<file path="src/rtl/rggen_axi4lite_if.sv">
// AXI4-Lite bus bundle shared by the register slice and its neighbours.
// The master modport drives requests (AW/W/AR) and accepts responses (B/R);
// the slave modport is the mirror image.
interface rggen_axi4lite_if #(
   parameter int ADDRESS_WIDTH = 8,
   parameter int BUS_WIDTH     = 32
);
   localparam int STRB_WIDTH = BUS_WIDTH / 8;

   // write address channel
   logic                     awvalid;
   logic                     awready;
   logic [ADDRESS_WIDTH-1:0] awaddr;
   logic [2:0]               awprot;
   // write data channel
   logic                     wvalid;
   logic                     wready;
   logic [BUS_WIDTH-1:0]     wdata;
   logic [STRB_WIDTH-1:0]    wstrb;
   // write response channel
   logic                     bvalid;
   logic                     bready;
   logic [1:0]               bresp;
   // read address channel
   logic                     arvalid;
   logic                     arready;
   logic [ADDRESS_WIDTH-1:0] araddr;
   logic [2:0]               arprot;
   // read data channel
   logic                     rvalid;
   logic                     rready;
   logic [BUS_WIDTH-1:0]     rdata;
   logic [1:0]               rresp;

   modport master (
      output awvalid, awaddr, awprot,
      input  awready,
      output wvalid, wdata, wstrb,
      input  wready,
      input  bvalid, bresp,
      output bready,
      output arvalid, araddr, arprot,
      input  arready,
      input  rvalid, rdata, rresp,
      output rready
   );

   modport slave (
      input  awvalid, awaddr, awprot,
      output awready,
      input  wvalid, wdata, wstrb,
      output wready,
      output bvalid, bresp,
      input  bready,
      input  arvalid, araddr, arprot,
      output arready,
      output rvalid, rdata, rresp,
      input  rready
   );
endinterface

</file>
<file path="src/rtl/rggen_axi4lite_slice.sv">
// AXI4-Lite register slice: an independent two-entry skid buffer on each of
// the five channels, so that no valid, ready or payload path crosses the
// slice combinationally. Either direction can be reduced to plain wires.

// One channel: two-entry skid buffer, or a wire when ENABLE is 0.
module rggen_axi4lite_slice_channel #(
   parameter int WIDTH  = 1,
   parameter bit ENABLE = 1'b1
) (
   input  logic             i_clk,
   input  logic             i_rst,
   input  logic             src_valid,
   output logic             src_ready,
   input  logic [WIDTH-1:0] src_data,
   output logic             dst_valid,
   input  logic             dst_ready,
   output logic [WIDTH-1:0] dst_data
);
   if (ENABLE) begin : g_slice
      typedef enum logic [1:0] {
         EMPTY = 2'd0,
         BUSY  = 2'd1,
         FULL  = 2'd2
      } state_e;

      state_e           state;
      state_e           state_next;
      logic             ready_q;
      logic             valid_q;
      logic [WIDTH-1:0] main_q;
      logic [WIDTH-1:0] skid_q;
      logic             push;
      logic             pop;
      logic             load_main_src;
      logic             load_main_skid;
      logic             load_skid;

      // Handshakes are qualified only by registered flags, never by the other side.
      assign push = src_valid && ready_q;
      assign pop  = valid_q && dst_ready;

      // Next-state and register-load decode.
      always_comb begin
         // NOTE: every output of this block gets a default first, so no path through the case can infer a latch.
         state_next     = state;
         load_main_src  = 1'b0;
         load_main_skid = 1'b0;
         load_skid      = 1'b0;
         unique case (state)
            EMPTY: begin
               if (push) begin
                  state_next    = BUSY;
                  load_main_src = 1'b1;
               end
            end
            BUSY: begin
               if (push && !pop) begin
                  state_next = FULL;
                  load_skid  = 1'b1;
               end else if (pop && !push) begin
                  state_next = EMPTY;
               end else if (push && pop) begin
                  load_main_src = 1'b1;
               end
            end
            FULL: begin
               // src_ready is low here, so no push can coincide with this pop.
               if (pop) begin
                  state_next     = BUSY;
                  load_main_skid = 1'b1;
               end
            end
            default: state_next = EMPTY;
         endcase
      end

      // State register plus registered ready/valid flags derived from the next state.
      always_ff @(posedge i_clk or posedge i_rst) begin
         // NOTE: sequential state uses non-blocking assignments so every flop samples pre-edge values.
         if (i_rst) begin
            state   <= EMPTY;
            ready_q <= 1'b0;
            valid_q <= 1'b0;
         end else begin
            state   <= state_next;
            ready_q <= (state_next != FULL);
            valid_q <= (state_next != EMPTY);
         end
      end

      // Payload storage; meaningful only while the flags say so.
      always_ff @(posedge i_clk) begin
         // NOTE: payload registers are deliberately left out of reset; valid gates their use.
         if (load_main_src) begin
            main_q <= src_data;
         end else if (load_main_skid) begin
            main_q <= skid_q;
         end
         if (load_skid) begin
            skid_q <= src_data;
         end
      end

      assign src_ready = ready_q;
      assign dst_valid = valid_q;
      assign dst_data  = main_q;
   end else begin : g_wire
      assign dst_valid = src_valid;
      assign dst_data  = src_data;
      assign src_ready = dst_ready;
   end
endmodule

// Top level: five channel buffers between the interconnect and the adapter.
module rggen_axi4lite_slice #(
   parameter int ADDRESS_WIDTH  = 8,
   parameter int BUS_WIDTH      = 32,
   parameter bit REQUEST_SLICE  = 1'b1,
   parameter bit RESPONSE_SLICE = 1'b1
) (
   input  logic              i_clk,
   input  logic              i_rst,
   rggen_axi4lite_if.slave   slave_if,
   rggen_axi4lite_if.master  master_if
);
   localparam int STRB_WIDTH = BUS_WIDTH / 8;
   localparam int AX_WIDTH   = ADDRESS_WIDTH + 3;
   localparam int W_WIDTH    = BUS_WIDTH + STRB_WIDTH;
   localparam int B_WIDTH    = 2;
   localparam int R_WIDTH    = BUS_WIDTH + 2;

   logic [AX_WIDTH-1:0] aw_src;
   logic [AX_WIDTH-1:0] aw_dst;
   logic [W_WIDTH-1:0]  w_src;
   logic [W_WIDTH-1:0]  w_dst;
   logic [AX_WIDTH-1:0] ar_src;
   logic [AX_WIDTH-1:0] ar_dst;
   logic [B_WIDTH-1:0]  b_src;
   logic [B_WIDTH-1:0]  b_dst;
   logic [R_WIDTH-1:0]  r_src;
   logic [R_WIDTH-1:0]  r_dst;

   assign aw_src = {slave_if.awaddr, slave_if.awprot};
   assign {master_if.awaddr, master_if.awprot} = aw_dst;
   assign w_src  = {slave_if.wdata, slave_if.wstrb};
   assign {master_if.wdata, master_if.wstrb} = w_dst;
   assign ar_src = {slave_if.araddr, slave_if.arprot};
   assign {master_if.araddr, master_if.arprot} = ar_dst;
   assign b_src  = master_if.bresp;
   assign slave_if.bresp = b_dst;
   assign r_src  = {master_if.rdata, master_if.rresp};
   assign {slave_if.rdata, slave_if.rresp} = r_dst;

   rggen_axi4lite_slice_channel #(
      .WIDTH (AX_WIDTH),
      .ENABLE(REQUEST_SLICE)
   ) u_aw (
      .i_clk    (i_clk),
      .i_rst    (i_rst),
      .src_valid(slave_if.awvalid),
      .src_ready(slave_if.awready),
      .src_data (aw_src),
      .dst_valid(master_if.awvalid),
      .dst_ready(master_if.awready),
      .dst_data (aw_dst)
   );

   rggen_axi4lite_slice_channel #(
      .WIDTH (W_WIDTH),
      .ENABLE(REQUEST_SLICE)
   ) u_w (
      .i_clk    (i_clk),
      .i_rst    (i_rst),
      .src_valid(slave_if.wvalid),
      .src_ready(slave_if.wready),
      .src_data (w_src),
      .dst_valid(master_if.wvalid),
      .dst_ready(master_if.wready),
      .dst_data (w_dst)
   );

   rggen_axi4lite_slice_channel #(
      .WIDTH (AX_WIDTH),
      .ENABLE(REQUEST_SLICE)
   ) u_ar (
      .i_clk    (i_clk),
      .i_rst    (i_rst),
      .src_valid(slave_if.arvalid),
      .src_ready(slave_if.arready),
      .src_data (ar_src),
      .dst_valid(master_if.arvalid),
      .dst_ready(master_if.arready),
      .dst_data (ar_dst)
   );

   rggen_axi4lite_slice_channel #(
      .WIDTH (B_WIDTH),
      .ENABLE(RESPONSE_SLICE)
   ) u_b (
      .i_clk    (i_clk),
      .i_rst    (i_rst),
      .src_valid(master_if.bvalid),
      .src_ready(master_if.bready),
      .src_data (b_src),
      .dst_valid(slave_if.bvalid),
      .dst_ready(slave_if.bready),
      .dst_data (b_dst)
   );

   rggen_axi4lite_slice_channel #(
      .WIDTH (R_WIDTH),
      .ENABLE(RESPONSE_SLICE)
   ) u_r (
      .i_clk    (i_clk),
      .i_rst    (i_rst),
      .src_valid(master_if.rvalid),
      .src_ready(master_if.rready),
      .src_data (r_src),
      .dst_valid(slave_if.rvalid),
      .dst_ready(slave_if.rready),
      .dst_data (r_dst)
   );
endmodule
</file>
<file path="src/flat_wrapper.sv">
// flat-port wrapper written by rule: the top's interface ports become plain ports
module rggen_axi4lite_slice_flat 
#(
   parameter int ADDRESS_WIDTH  = 8,
   parameter int BUS_WIDTH      = 32,
   parameter bit REQUEST_SLICE  = 1'b1,
   parameter bit RESPONSE_SLICE = 1'b1
)
  (i_clk, i_rst, slave_if_awvalid, slave_if_awaddr, slave_if_awprot, slave_if_awready, slave_if_wvalid, slave_if_wdata, slave_if_wstrb, slave_if_wready, slave_if_bvalid, slave_if_bresp, slave_if_bready, slave_if_arvalid, slave_if_araddr, slave_if_arprot, slave_if_arready, slave_if_rvalid, slave_if_rdata, slave_if_rresp, slave_if_rready, master_if_awvalid, master_if_awaddr, master_if_awprot, master_if_awready, master_if_wvalid, master_if_wdata, master_if_wstrb, master_if_wready, master_if_bvalid, master_if_bresp, master_if_bready, master_if_arvalid, master_if_araddr, master_if_arprot, master_if_arready, master_if_rvalid, master_if_rdata, master_if_rresp, master_if_rready);
  rggen_axi4lite_if #(.ADDRESS_WIDTH(ADDRESS_WIDTH), .BUS_WIDTH(BUS_WIDTH)) slave_if_i ();
  rggen_axi4lite_if #(.ADDRESS_WIDTH(ADDRESS_WIDTH), .BUS_WIDTH(BUS_WIDTH)) master_if_i ();
  input  logic i_clk;
  input  logic i_rst;
  input wire logic [$bits(slave_if_i.awvalid)-1:0] slave_if_awvalid;
  input wire logic [$bits(slave_if_i.awaddr)-1:0] slave_if_awaddr;
  input wire logic [$bits(slave_if_i.awprot)-1:0] slave_if_awprot;
  output wire logic [$bits(slave_if_i.awready)-1:0] slave_if_awready;
  input wire logic [$bits(slave_if_i.wvalid)-1:0] slave_if_wvalid;
  input wire logic [$bits(slave_if_i.wdata)-1:0] slave_if_wdata;
  input wire logic [$bits(slave_if_i.wstrb)-1:0] slave_if_wstrb;
  output wire logic [$bits(slave_if_i.wready)-1:0] slave_if_wready;
  output wire logic [$bits(slave_if_i.bvalid)-1:0] slave_if_bvalid;
  output wire logic [$bits(slave_if_i.bresp)-1:0] slave_if_bresp;
  input wire logic [$bits(slave_if_i.bready)-1:0] slave_if_bready;
  input wire logic [$bits(slave_if_i.arvalid)-1:0] slave_if_arvalid;
  input wire logic [$bits(slave_if_i.araddr)-1:0] slave_if_araddr;
  input wire logic [$bits(slave_if_i.arprot)-1:0] slave_if_arprot;
  output wire logic [$bits(slave_if_i.arready)-1:0] slave_if_arready;
  output wire logic [$bits(slave_if_i.rvalid)-1:0] slave_if_rvalid;
  output wire logic [$bits(slave_if_i.rdata)-1:0] slave_if_rdata;
  output wire logic [$bits(slave_if_i.rresp)-1:0] slave_if_rresp;
  input wire logic [$bits(slave_if_i.rready)-1:0] slave_if_rready;
  output wire logic [$bits(master_if_i.awvalid)-1:0] master_if_awvalid;
  output wire logic [$bits(master_if_i.awaddr)-1:0] master_if_awaddr;
  output wire logic [$bits(master_if_i.awprot)-1:0] master_if_awprot;
  input wire logic [$bits(master_if_i.awready)-1:0] master_if_awready;
  output wire logic [$bits(master_if_i.wvalid)-1:0] master_if_wvalid;
  output wire logic [$bits(master_if_i.wdata)-1:0] master_if_wdata;
  output wire logic [$bits(master_if_i.wstrb)-1:0] master_if_wstrb;
  input wire logic [$bits(master_if_i.wready)-1:0] master_if_wready;
  input wire logic [$bits(master_if_i.bvalid)-1:0] master_if_bvalid;
  input wire logic [$bits(master_if_i.bresp)-1:0] master_if_bresp;
  output wire logic [$bits(master_if_i.bready)-1:0] master_if_bready;
  output wire logic [$bits(master_if_i.arvalid)-1:0] master_if_arvalid;
  output wire logic [$bits(master_if_i.araddr)-1:0] master_if_araddr;
  output wire logic [$bits(master_if_i.arprot)-1:0] master_if_arprot;
  input wire logic [$bits(master_if_i.arready)-1:0] master_if_arready;
  input wire logic [$bits(master_if_i.rvalid)-1:0] master_if_rvalid;
  input wire logic [$bits(master_if_i.rdata)-1:0] master_if_rdata;
  input wire logic [$bits(master_if_i.rresp)-1:0] master_if_rresp;
  output wire logic [$bits(master_if_i.rready)-1:0] master_if_rready;
  assign slave_if_i.awvalid = slave_if_awvalid;
  assign slave_if_i.awaddr = slave_if_awaddr;
  assign slave_if_i.awprot = slave_if_awprot;
  assign slave_if_awready = slave_if_i.awready;
  assign slave_if_i.wvalid = slave_if_wvalid;
  assign slave_if_i.wdata = slave_if_wdata;
  assign slave_if_i.wstrb = slave_if_wstrb;
  assign slave_if_wready = slave_if_i.wready;
  assign slave_if_bvalid = slave_if_i.bvalid;
  assign slave_if_bresp = slave_if_i.bresp;
  assign slave_if_i.bready = slave_if_bready;
  assign slave_if_i.arvalid = slave_if_arvalid;
  assign slave_if_i.araddr = slave_if_araddr;
  assign slave_if_i.arprot = slave_if_arprot;
  assign slave_if_arready = slave_if_i.arready;
  assign slave_if_rvalid = slave_if_i.rvalid;
  assign slave_if_rdata = slave_if_i.rdata;
  assign slave_if_rresp = slave_if_i.rresp;
  assign slave_if_i.rready = slave_if_rready;
  assign master_if_awvalid = master_if_i.awvalid;
  assign master_if_awaddr = master_if_i.awaddr;
  assign master_if_awprot = master_if_i.awprot;
  assign master_if_i.awready = master_if_awready;
  assign master_if_wvalid = master_if_i.wvalid;
  assign master_if_wdata = master_if_i.wdata;
  assign master_if_wstrb = master_if_i.wstrb;
  assign master_if_i.wready = master_if_wready;
  assign master_if_i.bvalid = master_if_bvalid;
  assign master_if_i.bresp = master_if_bresp;
  assign master_if_bready = master_if_i.bready;
  assign master_if_arvalid = master_if_i.arvalid;
  assign master_if_araddr = master_if_i.araddr;
  assign master_if_arprot = master_if_i.arprot;
  assign master_if_i.arready = master_if_arready;
  assign master_if_i.rvalid = master_if_rvalid;
  assign master_if_i.rdata = master_if_rdata;
  assign master_if_i.rresp = master_if_rresp;
  assign master_if_rready = master_if_i.rready;
  rggen_axi4lite_slice #(.ADDRESS_WIDTH(ADDRESS_WIDTH), .BUS_WIDTH(BUS_WIDTH), .REQUEST_SLICE(REQUEST_SLICE), .RESPONSE_SLICE(RESPONSE_SLICE)) u_core (.i_clk(i_clk), .i_rst(i_rst), .slave_if(slave_if_i), .master_if(master_if_i));
endmodule
</file>
<file path="config.mk">
export PLATFORM = sky130hd
export DESIGN_NAME = rggen_axi4lite_slice_flat
export DESIGN_NICKNAME = d
export VERILOG_FILES = /design/src/rtl/rggen_axi4lite_if.sv /design/src/rtl/rggen_axi4lite_slice.sv /design/src/flat_wrapper.sv
export SDC_FILE = /design/constraint.sdc
export NUM_CORES = 1
export LEC_CHECK = 0
export CORE_AREA = 2 2 161 100
export CTS_CLUSTER_SIZE = 20
export DETAILED_ROUTE_END_ITERATION = 10
export DIE_AREA = 0 0 163 102
export PLACE_DENSITY = 0.84
export SLEW_MARGIN = 30
export SYNTH_ARGS = -nofsm -noshare
export SYNTH_HDL_FRONTEND = slang
export SYNTH_SLANG_ARGS = --single-unit
</file>
<file path="constraint.sdc">
create_clock -name i_clk -period 8.35 [get_ports i_clk]
set_input_delay 0.835 -clock i_clk [delete_from_list [all_inputs] [get_ports i_clk]]
set_output_delay 0.835 -clock i_clk [all_outputs]
set_load 0.03 [all_outputs]
</file>
==> reports/results.ini <==
[yosys]
yosys_warnings=0
ys_ff_latch=208
yosys-top-cells-area=edfxtp_1 73%, mux2_2 14%, dfrtp_1 6.5%
async_reset_ff_frac=0.09615
syn_avg_cell_area_um2=20.10
synthesis.area_um2=7757
syn-num-nets=492
synth_area_leader_cell=edfxtp_1
synth_edf_count=188
synthFlopType=edfxtp_1
synth_cell_type_count=27
syn_inst=386
synth_top_area_share=0.7277
synth-seq-area-share=0.7923

[clock_network]
cts.sinks=208
cts.htree.levels=1
clk_pin_slew_ns=0.06
cts-buffers-inserted=19
cts_resized=0
cts_hold_buf=0
post-cts-setup-buffers=0
clock-root-buffer=clkbuf_16
clk_path_buf_depth=3
tritoncts=done
clk_latency_ns=0.49

[floorplan]
dieWidth_um=163
core_um2=15110
rows=35
start_util=0.5135
io-pin-count=210
dieArea_um2=16630
die_y_um=102

[placed_design]
placed_cell_area_um2=10080
io_buffers=209
post-dp-hpwl_um=11050
pre_cts_ws_ns=5.127
place_inst=795
globalplace.congestion=0.8021

[sta]
worst_slack_ns=5.601
hold_ws_ns=0.5467
post-route-period-util=0.3292
slew_viol_final=0
setup-tns-final_ns=0
hold_viol_final=0
tightest_slew_ns=0.8440
worst_clock_skew_ns=0.02560
setup_viol=0
period_needed_ns=2.749
max_freq_mhz=363.8
rsz0062_at_grt=false
slew_headroom=0.4374

[worst_setup_path]
path_class=primary input to register
cp-start-kind=primary input
cp-end-kind=register
r2r_cells=4
cp.required_ns=8.44
critical_path_arrival_ns=2.84
path_max_fanout=36

[route]
dr.pass1.iters=4
drc=0
totalWireLength_um=16030
drtIter0Drc=309
vias=4294
ant_nets=0
viasPerCell=5.180
wl_per_cell_um=19.34

[power_and_ir_drop]
comb_power_share=0.356
powerDensity_nw_per_um2=359.8
p_sw_mw=1.262
vdd_drop_max_mv=0.2876
p_int_mw=2.581
finalPower_mw=3.842
leakage_nw=3.702
pwr-share-seq=0.433
p_clk_frac=0.211
swShare=0.3284

[final_layout]
n_antenna_cell=0
postLayoutCellArea_um2=10680
final_cells=829
layout-drive-gt1-share=0.2236
finalNetCount=719
post-route-util=0.7069
area_delta_synth_final_pct=37.68

[global_route]
grt_usage=0.1900
grt_pass1_vias=4474
grt_max_degree=38
overflow=0
grt_pass1_wl_um=24230
antenna_found_initial=0

[job]
cap_viol_max_count=0

[status]
status=completed

[worst_hold_path]
hold_class=register to register
hold_depth=1

-- per-layer routing --
layer	vias to the layer above	wire length, µm	GRT usage
met5	-	0	0
li1	1963	-	-
met3	28	1208	0.05276
met4	0	308	0.05037
met1	2126	6888	0.2562
met2	177	7628	0.3110
-- logic make-up (layout without fill, tap and decap cells) --
group / count (synthesis) / in the layout / synth area share
buffers and inverters: 10 / 250 / 0.01097
DFF: 208 / 208 / 0.7923
AOI/OAI and AO/OA: 35 / 35 / 0.02984
muxes: 94 / 94 / 0.1365
xor gates and xnor gates: 1 / 1 / 0.001129
and+or+nand+nor: 38 / 38 / 0.02935
-- cell usage in the layout, fill, tap and decap left out --
master,count
nand2b_1,4
clkinv_1,2
clkbuf_8,4
nor3_1,1
edfxtp_1,188
o31ai_1,1
nand3_1,1
nor3_4,4
buf_4,6
dfrtp_1,20
clkbuf_1,6
nand2_1,10
xor2_1,1
a21boi_2,3
o21bai_1,1
a21o_1,5
a21boi_0,1
or2_2,4
inv_6,1
nor2_1,4
nor3b_2,3
a21boi_1,1
o21ai_0,5
clkbuf_16,19
nor3b_1,2
mux2_2,94
nor2b_1,5
a211o_1,4
clkdlybuf4s50_1,209
clkinv_2,2
inv_1,1
a21oi_1,14
-- area by class of cell --
class	instances	area (µm²)
Sequential cell	208	6146
Fill cell	959	4428
Timing Repair Buffer	215	2137
Multi-Input combinational cell	168	1560
Clock buffer	29	553.0
Tap cell	203	254.0
Clock inverter	5	26.28
Inverter	1	3.754
-- cell usage after synthesis (5+ instances only) --
library cell,count
buf_6,5
nor3b_1,5
nor2b_1,5
edfxtp_1,188
mux2_2,94
nand2_1,10
a21oi_1,14
o21ai_0,5
a21o_1,5
dfrtp_1,20
-- registers in the layout (all words and copies together), names as in the netlist, 11 cells and up --
register / count
u_core.u_r.g_slice.skid_q: 34
u_core.u_aw.dst_data: 11
u_core.u_w.g_slice.skid_q: 36
u_core.u_ar.dst_data: 11
u_core.u_ar.g_slice.skid_q: 11
u_core.u_w.dst_data: 36
u_core.u_aw.g_slice.skid_q: 11
u_core.u_r.dst_data: 34
-- path summary, 6_finish.rpt --
kind	end	from	slack [ns]
setup / recovery	u_core.u_r.dst_data[10]$_DFFE_PP_	master_if_rvalid	5.60
hold / removal	u_core.u_w.dst_data[11]$_DFFE_PP_	u_core.u_w.g_slice.skid_q[11]$_DFFE_PP_	0.55
setup reg to reg	u_core.u_r.dst_data[10]$_DFFE_PP_	u_core.u_r.src_ready$_DFF_PP0_	6.03
hold reg to reg	u_core.u_w.dst_data[11]$_DFFE_PP_	u_core.u_w.g_slice.skid_q[11]$_DFFE_PP_	0.55
max in group asynchronous	u_core.u_w.dst_valid$_DFF_PP0_	i_rst	7.03
min in group asynchronous	u_core.u_r.g_slice.state[0]$_DFF_PP0_	i_rst	0.81
-- critical path: stages --
cell and delay, ns:
clkdlybuf4s50_1 0.50, nand2_1 0.13, nor3_4 0.17, buf_4 0.43, or2_2 0.75
-- power by group through the flow --
stage                     registers [mW]  logic [mW]  clock network (mW)
final                               1.67        1.37               0.811
after detailed placement            1.68        1.37                   0
after CTS                           1.67        1.37               0.825
after floorplan                     2.07       0.417                   0
after global routing                1.70        1.44               0.868
after global placement              1.66        1.34                   0
Power figures use the tool's default switching activity.
